`config.mk`:
```
export PLATFORM = sky130hd
export DESIGN_NAME = song_sequencer_flat
export DESIGN_NICKNAME = d
export VERILOG_FILES = /design/src/rtl/music_pkg.sv /design/src/rtl/song_sequencer_if.sv /design/src/rtl/song_addr_counter.sv /design/src/rtl/song_sequencer.sv /design/src/flat_wrapper.sv
export SDC_FILE = /design/constraint.sdc
export NUM_CORES = 1
export LEC_CHECK = 0
export BUFFER_PORTS_ARGS = -buffer_cell sky130_fd_sc_hd__buf_2
export CORE_UTILIZATION = 35
export CTS_BUF_LIST = sky130_fd_sc_hd__clkbuf_8
export DETAILED_ROUTE_END_ITERATION = 10
export GPL_ROUTABILITY_DRIVEN = 0
export PLACE_DENSITY = 0.67
export SLEW_MARGIN = 15
export SYNTH_ARGS = -nofsm -noshare
export SYNTH_HDL_FRONTEND = slang
export SYNTH_HIERARCHICAL = 1
export SYNTH_SLANG_ARGS = --single-unit
```
`constraint.sdc`:
```
create_clock -name clk -period 3.22 [get_ports clk]
set_clock_uncertainty 0.2 [all_clocks]
set_input_delay 0.644 -clock clk [delete_from_list [all_inputs] [get_ports clk]]
set_output_delay 0.644 -clock clk [all_outputs]
set_load 0.02 [all_outputs]
```
`src/rtl/music_pkg.sv`:
```
// Shared types and default widths for the song sequencer slice.
// rom_data packs {note, duration}: note in the MSBs, duration in the LSBs.
package music_pkg;

  localparam int SONG_W_DEF = 2;
  localparam int ADDR_W_DEF = 5;
  localparam int NOTE_W_DEF = 6;
  localparam int DUR_W_DEF  = 6;

  localparam int ROM_W_DEF    = NOTE_W_DEF + DUR_W_DEF;
  localparam int DUR_LSB_DEF  = 0;
  localparam int NOTE_LSB_DEF = DUR_W_DEF;

  typedef enum logic [2:0] {
    ST_PAUSED    = 3'd0,
    ST_FETCH     = 3'd1,
    ST_ROM_WAIT  = 3'd2,
    ST_CHECK     = 3'd3,
    ST_WAIT_DONE = 3'd4
  } seq_state_e;

endpackage

```
`src/rtl/song_sequencer_if.sv`:
```
// Sequencer-side bundle: buttons, song ROM port and note player control.
// master is the sequencer; slave is the surrounding buttons/ROM/player.
interface song_sequencer_if
  import music_pkg::*;
#(
  parameter int SONG_W = SONG_W_DEF,
  parameter int ADDR_W = ADDR_W_DEF,
  parameter int NOTE_W = NOTE_W_DEF,
  parameter int DUR_W  = DUR_W_DEF
);

  logic                      play_button;
  logic                      next_button;
  logic                      note_done;
  logic [NOTE_W+DUR_W-1:0]   rom_data;
  logic [SONG_W+ADDR_W-1:0]  rom_addr;
  logic                      play;
  logic                      new_note;
  logic [NOTE_W-1:0]         note;
  logic [DUR_W-1:0]          duration;
  logic [SONG_W-1:0]         song;
  logic                      song_done;
  logic                      reset_player;

  modport master (
    input  play_button, next_button, note_done, rom_data,
    output rom_addr, play, new_note, note, duration, song, song_done, reset_player
  );

  modport slave (
    output play_button, next_button, note_done, rom_data,
    input  rom_addr, play, new_note, note, duration, song, song_done, reset_player
  );

endinterface

```
`src/rtl/song_addr_counter.sv`:
```
// Song index and note address within the song; next_song also rewinds the note.
module song_addr_counter #(
  parameter int SONG_W = 2,
  parameter int ADDR_W = 5
) (
  input  logic              clk,
  input  logic              reset,
  input  logic              inc_note_i,
  input  logic              next_song_i,
  input  logic              clr_note_i,
  output logic [SONG_W-1:0] song_o,
  output logic [ADDR_W-1:0] note_addr_o,
  output logic              last_note_o
);

  logic [SONG_W-1:0] song_q;
  logic [ADDR_W-1:0] note_addr_q;

  always_ff @(posedge clk) begin
    if (!reset) begin
      song_q      <= '0;
      note_addr_q <= '0;
    end else if (next_song_i) begin
      song_q      <= song_q + 1'b1;
      note_addr_q <= '0;
    end else if (clr_note_i) begin
      note_addr_q <= '0;
    end else if (inc_note_i) begin
      note_addr_q <= note_addr_q + 1'b1;
    end
  end

  assign song_o      = song_q;
  assign note_addr_o = note_addr_q;
  assign last_note_o = &note_addr_q;

endmodule

```
`src/rtl/song_sequencer.sv`:
```
// Walks the note player through the current song, one ROM entry per note.
// next_button overrides everything; a zero duration or the last address ends the song.
module song_sequencer
  import music_pkg::*;
#(
  parameter int SONG_W = SONG_W_DEF,
  parameter int ADDR_W = ADDR_W_DEF,
  parameter int NOTE_W = NOTE_W_DEF,
  parameter int DUR_W  = DUR_W_DEF
) (
  input  logic             clk,
  input  logic             reset,
  song_sequencer_if.master bus
);

  seq_state_e        state_q;
  logic              play_q;
  logic              new_note_q;
  logic              song_done_q;
  logic              reset_player_q;
  logic [NOTE_W-1:0] note_q;
  logic [DUR_W-1:0]  duration_q;

  logic [SONG_W-1:0] song;
  logic [ADDR_W-1:0] note_addr;
  logic              last_note;
  logic              dur_zero;
  logic              inc_note;
  logic              clr_note;

  assign dur_zero = (bus.rom_data[DUR_W-1:0] == '0);

  assign inc_note = !bus.next_button && (state_q == ST_WAIT_DONE) && bus.note_done && !last_note;
  assign clr_note = !bus.next_button &&
                    (((state_q == ST_CHECK) && dur_zero) ||
                     ((state_q == ST_WAIT_DONE) && bus.note_done && last_note));

  song_addr_counter #(
    .SONG_W(SONG_W),
    .ADDR_W(ADDR_W)
  ) u_addr (
    .clk         (clk),
    .reset       (reset),
    .inc_note_i  (inc_note),
    .next_song_i (bus.next_button),
    .clr_note_i  (clr_note),
    .song_o      (song),
    .note_addr_o (note_addr),
    .last_note_o (last_note)
  );

  always_ff @(posedge clk) begin
    if (!reset) begin
      state_q        <= ST_PAUSED;
      play_q         <= 1'b0;
      new_note_q     <= 1'b0;
      song_done_q    <= 1'b0;
      reset_player_q <= 1'b0;
      note_q         <= '0;
      duration_q     <= '0;
    end else begin
      new_note_q     <= 1'b0;
      song_done_q    <= 1'b0;
      reset_player_q <= 1'b0;
      if (bus.next_button) begin
        state_q        <= ST_PAUSED;
        play_q         <= 1'b0;
        reset_player_q <= 1'b1;
      end else begin
        case (state_q)
          ST_PAUSED: begin
            if (bus.play_button) begin
              state_q <= ST_FETCH;
              play_q  <= 1'b1;
            end
          end
          ST_FETCH, ST_ROM_WAIT: begin
            if (bus.play_button) begin
              state_q <= ST_PAUSED;
              play_q  <= 1'b0;
            end else begin
              state_q <= (state_q == ST_FETCH) ? ST_ROM_WAIT : ST_CHECK;
            end
          end
          // End-of-song wins over a pause arriving in the same cycle.
          ST_CHECK: begin
            if (dur_zero) begin
              state_q     <= ST_PAUSED;
              play_q      <= 1'b0;
              song_done_q <= 1'b1;
            end else if (bus.play_button) begin
              state_q <= ST_PAUSED;
              play_q  <= 1'b0;
            end else begin
              state_q    <= ST_WAIT_DONE;
              note_q     <= bus.rom_data[DUR_W +: NOTE_W];
              duration_q <= bus.rom_data[DUR_W-1:0];
              new_note_q <= 1'b1;
            end
          end
          ST_WAIT_DONE: begin
            if (bus.note_done && last_note) begin
              state_q     <= ST_PAUSED;
              play_q      <= 1'b0;
              song_done_q <= 1'b1;
            end else if (bus.play_button) begin
              state_q <= ST_PAUSED;
              play_q  <= 1'b0;
            end else if (bus.note_done) begin
              state_q <= ST_FETCH;
            end
          end
          default: begin
            state_q <= ST_PAUSED;
            play_q  <= 1'b0;
          end
        endcase
      end
    end
  end

  assign bus.rom_addr     = {song, note_addr};
  assign bus.play         = play_q;
  assign bus.new_note     = new_note_q;
  assign bus.note         = note_q;
  assign bus.duration     = duration_q;
  assign bus.song         = song;
  assign bus.song_done    = song_done_q;
  assign bus.reset_player = reset_player_q;

endmodule

```
`src/flat_wrapper.sv`:
```
// flat-port wrapper written by rule: the top's interface ports become plain ports
module song_sequencer_flat import music_pkg::*;
#(
  parameter int SONG_W = SONG_W_DEF,
  parameter int ADDR_W = ADDR_W_DEF,
  parameter int NOTE_W = NOTE_W_DEF,
  parameter int DUR_W  = DUR_W_DEF
)
  (clk, reset, bus_play_button, bus_next_button, bus_note_done, bus_rom_data, bus_rom_addr, bus_play, bus_new_note, bus_note, bus_duration, bus_song, bus_song_done, bus_reset_player);
  song_sequencer_if #(.SONG_W(SONG_W), .ADDR_W(ADDR_W), .NOTE_W(NOTE_W), .DUR_W(DUR_W)) bus_i ();
  input  logic clk;
  input  logic reset;
  input wire logic [$bits(bus_i.play_button)-1:0] bus_play_button;
  input wire logic [$bits(bus_i.next_button)-1:0] bus_next_button;
  input wire logic [$bits(bus_i.note_done)-1:0] bus_note_done;
  input wire logic [$bits(bus_i.rom_data)-1:0] bus_rom_data;
  output wire logic [$bits(bus_i.rom_addr)-1:0] bus_rom_addr;
  output wire logic [$bits(bus_i.play)-1:0] bus_play;
  output wire logic [$bits(bus_i.new_note)-1:0] bus_new_note;
  output wire logic [$bits(bus_i.note)-1:0] bus_note;
  output wire logic [$bits(bus_i.duration)-1:0] bus_duration;
  output wire logic [$bits(bus_i.song)-1:0] bus_song;
  output wire logic [$bits(bus_i.song_done)-1:0] bus_song_done;
  output wire logic [$bits(bus_i.reset_player)-1:0] bus_reset_player;
  assign bus_i.play_button = bus_play_button;
  assign bus_i.next_button = bus_next_button;
  assign bus_i.note_done = bus_note_done;
  assign bus_i.rom_data = bus_rom_data;
  assign bus_rom_addr = bus_i.rom_addr;
  assign bus_play = bus_i.play;
  assign bus_new_note = bus_i.new_note;
  assign bus_note = bus_i.note;
  assign bus_duration = bus_i.duration;
  assign bus_song = bus_i.song;
  assign bus_song_done = bus_i.song_done;
  assign bus_reset_player = bus_i.reset_player;
  song_sequencer #(.SONG_W(SONG_W), .ADDR_W(ADDR_W), .NOTE_W(NOTE_W), .DUR_W(DUR_W)) u_core (.clk(clk), .reset(reset), .bus(bus_i));
endmodule
```
==> qor.csv <==
stage,metric,value,unit
status,outcome,"finished, final reports clean",
clocking,CTS sink count,26,
flow_run,Max-Cap Viols,0,
power,VDD IR max,0.0002268,V
layout,Layout Nets,180,
timing,TNS Setup,0,ns
worst_setup_path,worst r2r path cells,7,
layout,footprint of the multi-input gates,599.3,µm²
floorplan,Die ar.,3659,µm²
synth,number of distinct library cells after synthesis,36,
timing,RSZ-0062 raised after global routing,no,
worst_setup_path,CP required,3.18,ns
clocking,Worst-Skew Late Latency,0.27,ns
global_routing,number of global-route vias before repair,866,
timing,fin. max-slew vios,0,
global_routing,global-route wire length before repair,3.788,mm
clocking,CTS tree,yes,
layout,fill count,318,
timing,final hold violations,0,
timing,FMAX,386.2,MHz
worst_setup_path,WS Path Type,in -> reg,
worst_setup_path,Reg2Reg Setup Slack,1.04,ns
synth,Simple-Gate Fraction of Synth Area,0.2393,
timing,slew at the pin closest to its max-slew limit,0.6365,ns
worst_setup_path,"Cell Chain, Critical Path",buf_2 -> or4_4 -> or4_1 -> a21oi_1 -> and4bb_1 -> mux2_2,
route,via count,931,
place,port bufs,41,
synth,"FFs w/ async S/R, synth",0,
floorplan,row count,20,
route,Starting DRT DRC Count,14,
synth,post-synthesis mux area share,0.1432,
global_routing,GRT Overall Usage,0.1395,
place,HPWL after DPL,1.704,mm
worst_setup_path,Crit. End Element,flop,
route,DR DRC count,0,
clocking,H-tree levels,1,
timing,Setup-failing EPs final,0,
synth,Syn Area/Cell,9.579,µm²
worst_setup_path,reg2reg end,u_core/u_addr/note_addr_o[3],
clocking,Inserted Clock Buffers,3,
synth,Post-synth EDFFs,0,
timing,Rel. slew slack,0.5757,
worst_setup_path,reg-to-reg startpoint,u_core/u_addr/note_addr_o[0],
floorplan,die height,60.49,µm
synth,area of the mapped netlist,1197,µm²
layout,Util after Layout,0.4639,
min_path,HP Class,reg -> reg,
route,Routed WL per cell,11.24,µm
floorplan,# IOs,42,
timing,part of the cycle the worst path needs,0.8041,
floorplan,Initial Utilization,0.3798,
floorplan,core area,3153,µm²
clocking,cts hold-fix bufs,0,
synth,top_reg_cell synth,dfxtp_1,
clocking,buffer count from post-CTS setup fixing,0,
power,pwr dens,443.9,nW/µm²
synth,most common library cells after synthesis,"dfxtp_1 (26), nand2_1 (26), mux2i_1 (16)",
synth,Post-Syn Nets,144,
layout,proportion of layout cells with a drive suffix above 1,0.3250,
layout,# diodes,0,
clocking,Clk Tree Root Cell,clkbuf_8,
route,DRT Pass-1 Iters,4,
clocking,CTS resizes,0,
global_routing,largest net degree at the start of global routing,33,
synth,"area leader, netlist",dfxtp_1,
worst_setup_path,worst-path fanout max,3,
layout,sequential cell area,520.5,µm²
worst_setup_path,CP max-delay cell,or4_4,
global_routing,initial antenna violation count,0,
synth,XOR/XNOR Fraction of Synth Area,0.02926,
synth,largest family of logic cells by synthesized area,simple AND/OR/NAND/NOR gates,
synth,Post-Synth Adder-Cell Area,0.02090,
clocking,Bufs on Longest Clock Path,2,
synth,register bit total from synthesis,26,
worst_setup_path,crit start category,input port,
synth,Compound-Gate Fraction of Synth Area,0.06792,
route,vias per cell,4.564,
worst_setup_path,crit path to,u_core/u_addr/note_addr_o[3],
synth,Synth area leaders,"dfxtp_1 (43%), mux2i_1 (13%), nand2_1 (8.2%)",
timing,Final Critical Period,2.589,ns
synth,Syn. warnings,6,
power,LEAKAGE,0.6523,nW
global_routing,total grt overflow,0,
layout,Area Growth Syn to Fin,22.15,%
synth,Mapped Cells,125,
route,DRT Wirelength,2.292,mm
clocking,clk slew on worst S/H paths,0.09,ns
worst_setup_path,Crit. Startpoint,bus_rom_data[0],
worst_setup_path,arrival time at the worst endpoint,2.55,ns
route,Post-DRT Antenna Nets,0,
floorplan,chip width,60.49,µm
synth,"Seq/Total Area, Yosys",0.4347,
synth,Yosys top cell area share,0.4347,
worst_setup_path,"slowest stage delay, CP",0.54,ns
-- placed cells by master, fill, tap and decap left out, types with 2 or more instances in the layout --
cell type  count
dfxtp_1       26
nand3b_1       2
mux2i_1       16
and2_1         2
a21oi_1        3
nor2_1         7
xnor2_1        3
ha_1           2
clkbuf_8       3
nor3_1         2
nor4b_1        3
buf_2         41
nand2_1       26
a21bo_2        2
nand4_1        2
-- layer usage --
| layer | part of all wire | global-route usage | wire [µm] |
|---|---|---|---|
| met1 | 0.45 | 0.1752 | 1035 |
| met2 | 0.49 | 0.2245 | 1124 |
| met3 | 0.030 | 0.01493 | 69 |
| met4 | 0.027 | 0.09740 | 62 |
| met5 | 0 | 0 | 0 |
-- power breakdown --
| group | total (mW) | internal (mW) | switching, mW |
|---|---|---|---|
| clock | 0.268 | 0.166 | 0.101 |
| sequential | 0.329 | 0.326 | 0.00383 |
| combinational | 0.0524 | 0.0225 | 0.0299 |
| total | 0.649 | 0.514 | 0.135 |
-- worst min path at each step --
stage	depth (start not counted)	endpoint	slack (ns)	start
3_3_place_gp	2	u_core/bus.duration[1]	0.24	u_core/bus.duration[1]
2_1_floorplan	1	u_core/state_q[0]	0.30	u_core/state_q[0]
3_5_place_dp	2	u_core/bus.duration[2]	0.25	u_core/bus.duration[2]
5_1_grt	2	u_core/bus.note[0]	0.28	u_core/bus.note[0]
4_1_cts	2	u_core/bus.duration[2]	0.27	u_core/bus.duration[2]
6_report	2	u_core/bus.duration[2]	0.26	u_core/bus.duration[2]
-- cell families after synthesis --
logic type / Yosys count
AO/OA/AOI/OAI: 10
multiplexers: 17
buffers and inverters: 12
AND/OR/NAND/NOR: 54
adder cells (fa/ha/maj): 2
flip-flops: 26
XOR/XNOR: 4
-- cell type report --
type / count / area share
well taps: 44 / 0.03764
inverters: 1 / 0.002566
repair buffers: 42 / 0.1454
clock inverters: 1 / 0.02053
multi-input cells: 87 / 0.4098
clock buffers: 3 / 0.02823
flip-flops and latches: 26 / 0.3559
-- metrics by stage --
step	instance area, µm²	hold slack [ns]	worst slack [ns]	cells	total power, mW
6_report	1463	0.2646	0.6307	204	0.6493
5_1_grt	1463	0.2845	0.5799	204	0.6736
4_1_cts	1463	0.2651	0.6323	204	0.6561
3_5_place_dp	1391	0.2504	0.3574	200	0.3897
3_3_place_gp	1391	0.2420	0.3987	200	0.3880
2_1_floorplan	1197	0.3005	0.5679	125	0.3711
-- critical path: cells and delay by family --
family	cells	cell delay, ns
muxes	1	0.26
buffers and inverters	1	0.11
and+or+nand+nor	3	1.28
AOI/OAI and AO/OA	1	0.26
-- sequential cells by signal (all words and copies together) (netlist names) --
signal / count
u_core/bus.play: 1
u_core/bus.new_note: 1
u_core/bus.duration: 6
u_core/u_addr/note_addr_o: 5
u_core/bus.song_done: 1
u_core/bus.reset_player: 1
u_core/u_addr/song_o: 2
u_core/state_q: 3
u_core/bus.note: 6
Note: power is estimated with default switching activity, not from simulation.
